## src/rtl/rns_alu_scheduler_pkg.sv

```systemverilog
// Shared types and widths for the RNS ALU scheduler: opcodes, FSM states,
// datapath widths and the modulus legality check.
package rns_alu_scheduler_pkg;

   localparam int MOD_W  = 3;
   localparam int OPND_W = 4;
   localparam int RES_W  = 7;

   typedef enum logic [1:0] {
      OP_SUM  = 2'b00,
      OP_SUB  = 2'b01,
      OP_MUL  = 2'b10,
      OP_ZERO = 2'b11
   } alu_op_e;

   typedef enum logic [1:0] {
      ST_IDLE = 2'b00,
      ST_EXEC = 2'b01,
      ST_RESP = 2'b10
   } sched_state_e;

   // A modulus below 2 makes the residue channel meaningless.
   function automatic logic modulus_legal(input logic [MOD_W-1:0] m);
      return m >= MOD_W'(2);
   endfunction

endpackage

```

## src/rtl/rns_alu_scheduler_arb.sv

```systemverilog
// Two-way round-robin arbiter. On a tie the requester that did not win
// last time is granted; a single valid requester always wins. The grant is
// one-hot or zero, and zero whenever enable is low.
module rr_arbiter_2 (
   input  logic [1:0] valid,
   input  logic       last_grant,
   input  logic       enable,
   output logic [1:0] grant
);

   // Purely combinational grant selection.
   always_comb begin
      grant = 2'b00;
      if (enable) begin
         case (valid)
            2'b01:   grant = 2'b01;
            2'b10:   grant = 2'b10;
            2'b11:   grant = last_grant ? 2'b01 : 2'b10;
            default: grant = 2'b00;
         endcase
      end
   end

endmodule

```

## src/rtl/rns_alu_scheduler.sv

```systemverilog
// Sequencer for the shared combinational RNS ALU. Grants one of two
// requesters, holds operands and moduli on the ALU inputs for SETTLE_CYCLES,
// captures the result and returns it on a response channel tagged with the
// requester id. Also owns the moduli configuration registers.
//
// Handshakes: a transfer happens on a rising edge where valid and ready are
// both 1. reqN_ready is combinational and is only raised in IDLE, only to the
// granted requester and never while cfg_we is high; a requester must hold its
// operands stable while valid is high and ready is low. rsp_valid stays high,
// with rsp_id/rsp_result stable, until the edge where rsp_ready is also 1.
module rns_alu_scheduler
   import rns_alu_scheduler_pkg::*;
#(
   parameter int               SETTLE_CYCLES = 2,
   parameter logic [MOD_W-1:0] RST_M1        = 3'd3,
   parameter logic [MOD_W-1:0] RST_M2        = 3'd5,
   parameter logic [MOD_W-1:0] RST_M3        = 3'd7
) (
   input  logic              clk,
   input  logic              rst_n,
   input  logic              cfg_we,
   input  logic [MOD_W-1:0]  cfg_m1,
   input  logic [MOD_W-1:0]  cfg_m2,
   input  logic [MOD_W-1:0]  cfg_m3,
   output logic              cfg_err,
   input  logic              req0_valid,
   output logic              req0_ready,
   input  logic [OPND_W-1:0] req0_a,
   input  logic [OPND_W-1:0] req0_b,
   input  logic [1:0]        req0_op,
   input  logic              req1_valid,
   output logic              req1_ready,
   input  logic [OPND_W-1:0] req1_a,
   input  logic [OPND_W-1:0] req1_b,
   input  logic [1:0]        req1_op,
   output logic              rsp_valid,
   input  logic              rsp_ready,
   output logic              rsp_id,
   output logic [RES_W-1:0]  rsp_result,
   output logic [OPND_W-1:0] alu_a,
   output logic [OPND_W-1:0] alu_b,
   output logic [1:0]        alu_op,
   output logic [MOD_W-1:0]  alu_m1,
   output logic [MOD_W-1:0]  alu_m2,
   output logic [MOD_W-1:0]  alu_m3,
   input  logic [RES_W-1:0]  alu_result,
   output logic              busy,
   output logic [1:0]        dbg_state
);

   localparam int CNT_W = $clog2(SETTLE_CYCLES + 1);

   sched_state_e     state_q, state_d;
   logic [CNT_W-1:0] cnt_q, cnt_d;
   logic             capture;
   logic             last_grant_q;
   logic [1:0]       grant;
   logic             accept;
   logic             in_idle;
   logic             cfg_ok;

   assign in_idle   = (state_q == ST_IDLE);
   assign cfg_ok    = cfg_we && in_idle && modulus_legal(cfg_m1) &&
                      modulus_legal(cfg_m2) && modulus_legal(cfg_m3);
   assign accept    = |grant;
   assign req0_ready = grant[0];
   assign req1_ready = grant[1];
   assign rsp_valid = (state_q == ST_RESP);
   assign busy      = !in_idle;
   assign dbg_state = state_q;

   // A config write in IDLE takes the cycle, so requests wait one cycle and
   // the next operation sees the new moduli.
   rr_arbiter_2 u_arb (
      .valid      ({req1_valid, req0_valid}),
      .last_grant (last_grant_q),
      .enable     (in_idle && !cfg_we),
      .grant      (grant)
   );

   // FSM state and settle counter registers.
   always_ff @(posedge clk or negedge rst_n) begin
      if (!rst_n) begin
         state_q <= ST_IDLE;
         cnt_q   <= '0;
      end else begin
         state_q <= state_d;
         cnt_q   <= cnt_d;
      end
   end

   // Next-state logic: the counter is loaded on accept and the result is
   // captured on the edge where it reaches one, i.e. SETTLE_CYCLES edges later.
   always_comb begin
      state_d = state_q;
      cnt_d   = cnt_q;
      capture = 1'b0;
      case (state_q)
         ST_IDLE: begin
            if (accept) begin
               state_d = ST_EXEC;
               cnt_d   = CNT_W'(SETTLE_CYCLES);
            end
         end
         ST_EXEC: begin
            if (cnt_q == CNT_W'(1)) begin
               state_d = ST_RESP;
               capture = 1'b1;
            end else begin
               cnt_d = cnt_q - CNT_W'(1);
            end
         end
         ST_RESP: begin
            if (rsp_ready) state_d = ST_IDLE;
         end
         default: state_d = ST_IDLE;
      endcase
   end

   // Datapath: operand latch, moduli registers, response capture, error pulse.
   always_ff @(posedge clk or negedge rst_n) begin
      if (!rst_n) begin
         alu_a        <= '0;
         alu_b        <= '0;
         alu_op       <= OP_ZERO;
         alu_m1       <= RST_M1;
         alu_m2       <= RST_M2;
         alu_m3       <= RST_M3;
         rsp_id       <= 1'b0;
         rsp_result   <= '0;
         last_grant_q <= 1'b1;
         cfg_err      <= 1'b0;
      end else begin
         cfg_err <= cfg_we && !cfg_ok;
         if (cfg_ok) begin
            alu_m1 <= cfg_m1;
            alu_m2 <= cfg_m2;
            alu_m3 <= cfg_m3;
         end
         if (accept) begin
            alu_a        <= grant[1] ? req1_a  : req0_a;
            alu_b        <= grant[1] ? req1_b  : req0_b;
            alu_op       <= grant[1] ? req1_op : req0_op;
            rsp_id       <= grant[1];
            last_grant_q <= grant[1];
         end
         if (capture) rsp_result <= alu_result;
      end
   end

endmodule
```

## config.mk

```make
export PLATFORM = sky130hd
export DESIGN_NAME = rns_alu_scheduler
export DESIGN_NICKNAME = d
export VERILOG_FILES = /design/src/rtl/rns_alu_scheduler_pkg.sv /design/src/rtl/rns_alu_scheduler_arb.sv /design/src/rtl/rns_alu_scheduler.sv
export SDC_FILE = /design/constraint.sdc
export NUM_CORES = 1
export LEC_CHECK = 0
export ABC_CLOCK_PERIOD_IN_PS = 4000
export BUFFER_PORTS_ARGS = -buffer_cell sky130_fd_sc_hd__buf_2
export CORE_MARGIN = 1
export CORE_UTILIZATION = 40
export CTS_CLUSTER_SIZE = 30
export DETAILED_ROUTE_END_ITERATION = 10
export GPL_TIMING_DRIVEN = 0
export PLACE_DENSITY = 0.77
export SETUP_SLACK_MARGIN = 0.1
export SYNTH_ARGS = -nofsm -noshare
export SYNTH_HDL_FRONTEND = slang
export SYNTH_SLANG_ARGS = --single-unit
```

## constraint.sdc

```tcl
create_clock -name clk -period 4 [get_ports clk]
set_clock_uncertainty 0.05 [all_clocks]
set_input_delay 0.2 -clock clk [delete_from_list [all_inputs] [get_ports clk]]
set_output_delay 0.2 -clock clk [all_outputs]
set_load 0.02 [all_outputs]
```

==> results.py <==
metrics = {
    "layout": {
        "antenna_cells": 0,
        "layout_commonest_cell": "buf_2",
        "syn2layout_area_growth_pct": 34.80,
        "final_cell_mix": "buf_2 (76), dfrtp_1 (23), mux2_2 (16), o21ai_0 (13), nand3_1 (11)",
        "postLayoutCellArea_um2": 1953,
        "multi_input_area_um2": 575.6,
        "layout-drive-gt1-share": 0.5455,
        "regArea_um2": 838.3,
        "layout.nets": 251,
        "fillers": 314,
    },
    "yosys": {
        "synthTopCellsByArea": "dfrtp_1 (40%), dfstp_2 (18%), mux2_2 (12%)",
        "synth-async-reset-ratio": 1.000,
        "synth_top_cell_area_share": 0.3972,
        "syn_avg_cell_area_um2": 11.68,
        "synth-xor-area-share": 0,
        "synth_top_family_by_area": "compound AO/OA/AOI/OAI gates",
        "synth_mux_area_frac": 0.1313,
        "synth_compound_area_frac": 0.1554,
        "ys_seq_area_frac": 0.5786,
        "synthAdderAreaFrac": 0.008636,
        "synth.distinct_cells": 29,
        "syn_nets": 167,
        "syn_inst": 124,
        "yosys.area_share.simple": 0.1019,
        "synth_seq_cells": 33,
        "synth_edf_count": 0,
        "yosys_warnings": 0,
        "ys.flop_type": "dfrtp_1",
        "synth_area_um2": 1449,
        "synth_top_area_cell": "dfrtp_1",
    },
    "timing": {
        "setup_violations": 0,
        "period_share": 0.4661,
        "setup_ws_ps": 2136,
        "slew_violations": 0,
        "fmax_mhz": 536.4,
        "max_slew_margin": 0.4839,
        "fin_crit_ps": 1864,
        "rsz0062_at_grt": "false",
        "worstMarginPinSlew_ps": 772.5,
        "hold_viol": 0,
        "fin_setup_tns_ps": 0,
    },
    "global_route": {
        "met3_usage": 0.06066,
        "grt_pass1_wl_mm": 5.237,
        "grt_max_degree": 34,
        "grtUsageTotal": 0.1757,
        "grt_overflow_total": 0,
        "met1_usage": 0.2185,
        "antenna_found_initial": 0,
        "global_route.usage.met2": 0.2802,
        "grt_pass1_vias": 1170,
        "grt_busiest_layer": "met2",
    },
    "power_and_ir_drop": {
        "power.switching_uw": 626.1,
        "comb_power_share": 0.481,
        "clkPwrFrac": 0.112,
        "leakage_uw": 0.0009331,
        "p_per_area_nw_per_um2": 781.9,
        "switching_share": 0.4100,
        "internal_power_uw": 901.0,
        "irDropWorstVdd_uv": 254.5,
        "power_uw": 1527,
        "sequentialPowerShare": 0.407,
    },
    "drt": {
        "drc_errors": 0,
        "wl_mm": 3.099,
        "via_per_inst": 4.984,
        "drt_pass1_iterations": 4,
        "ant_nets": 0,
        "drtIter0Drc": 26,
        "vias": 1271,
        "routedWlPerCell_um": 12.15,
    },
    "clock_tree": {
        "cts_tree": "built",
        "clk_pin_slew_ps": 110,
        "clkSinkCount": 33,
        "numCtsBuffers": 5,
        "clk_latency_ps": 330,
        "cts_buffer_depth": 2,
        "h-tree-depth": 2,
        "cts_setup_buffers": 0,
        "root_buffer": "clkbuf_4",
    },
    "die": {
        "rows": 21,
        "die_w_um": 62.19,
        "ioPinCount": 76,
        "die_y_um": 62.19,
        "initial_core_util": 0.4242,
        "core_um2": 3416,
        "dieArea_um2": 3867,
    },
    "setup_path": {
        "crit_type": "reg2out",
        "endpoint_kind": "output port",
        "path_max_fanout": 7,
        "cp-start-kind": "flop",
        "arrival_ps": 1610,
        "crit_required_ps": 3750,
    },
    "min_path": {
        "hp-class": "in2reg",
    },
    "place": {
        "place_area_um2": 1882,
        "gp_congestion": 0.7134,
        "io_buffer_count": 75,
        "place_ws_ps": 2288,
        "dp_hpwl_mm": 2.296,
    },
    "run": {
        "drv_cap": 0,
    },
    "status": {
        "outcome": "completed",
    },
}
## registers in the layout, summed over array words and instances (netlist names), 2 cells and up
| name | count |
|---|---|
| alu_a | 4 |
| alu_b | 4 |
| alu_m1 | 3 |
| alu_m2 | 3 |
| alu_m3 | 3 |
| alu_op | 2 |
| cnt_q | 2 |
| dbg_state | 2 |
| rsp_result | 7 |
## Yosys cell counts, types with 2 or more instances
cell,n
a31oi_1,10
a21o_1,2
nor2_1,3
mux2_2,16
nand2b_1,2
nand3_1,11
clkbuf_1,4
dfstp_2,10
inv_1,3
o21ai_0,13
dfrtp_1,23
a21oi_1,10
## critical path, cell delays in order, from the launching register on
cell,delay [ps]
dfrtp_1,450
or3_1,450
nor2_1,200
buf_2,200
## metal layers
layer / routed length, um / share of wire
met1: 1353 / 0.44
met2: 1442 / 0.47
met3: 257 / 0.083
met4: 46 / 0.015
met5: 0 / 0
## final cells by class
type                    count  area share
well taps                  46     0.02947
clock buffers               6     0.02114
plain buffers               6     0.01217
multi-input cells          82      0.2947
repair buffers             77      0.2024
clock inverters             2    0.005125
inverters                   3    0.005766
flip-flops and latches     33      0.4292
## per-stage QoR
step / hold slack (ps) / cells / util
floorplan: -145.6 / 124 / -
global placement: 241.6 / 245 / 0.5509
detailed placement: 245.8 / 245 / 0.5509
CTS: 22.48 / 255 / 0.5718
global route: 33.61 / 255 / 0.5718
finish: 40.87 / 255 / 0.5718
## power groups by stage
| stage | Sequential (uW) | Combinational, uW | Clock, uW |
|---|---|---|---|
| floorplan | 814 | 310 | 0 |
| global placement | 620 | 733 | 0 |
| detailed placement | 628 | 743 | 0 |
| CTS | 621 | 744 | 183 |
| global route | 642 | 793 | 201 |
| finish | 621 | 735 | 171 |
## kinds of logic (layout without fill, tap and decap cells)
| family | Yosys count | after routing |
|---|---|---|
| adder cells (fa/ha/maj) | 1 | 1 |
| flip-flops | 33 | 33 |
| multiplexers | 17 | 17 |
| AO/OA/AOI/OAI | 39 | 39 |
| AND/OR/NAND/NOR | 25 | 25 |
| buffers and inverters | 9 | 94 |
## path summary, 6_finish.rpt
path,startpoint,to,slack [ps],depth (start not counted)
min in group asynchronous,rst_n,rsp_result[3],390,2
max reg2reg,dbg_state[0],alu_m2[1],2280,3
min reg2reg,rsp_id,rsp_id,430,1
max,dbg_state[0],req1_ready,2140,3
max in group asynchronous,rst_n,cfg_err,3040,2
min,req1_op[1],alu_op[1],40,3
## what timing repair did
item | CTS | global route
endpoints found under the hold margin | 24 | 0
hold buffers | 2 | 0
resized for setup | 0 | 0
Note: power is estimated with default switching activity, not from simulation.
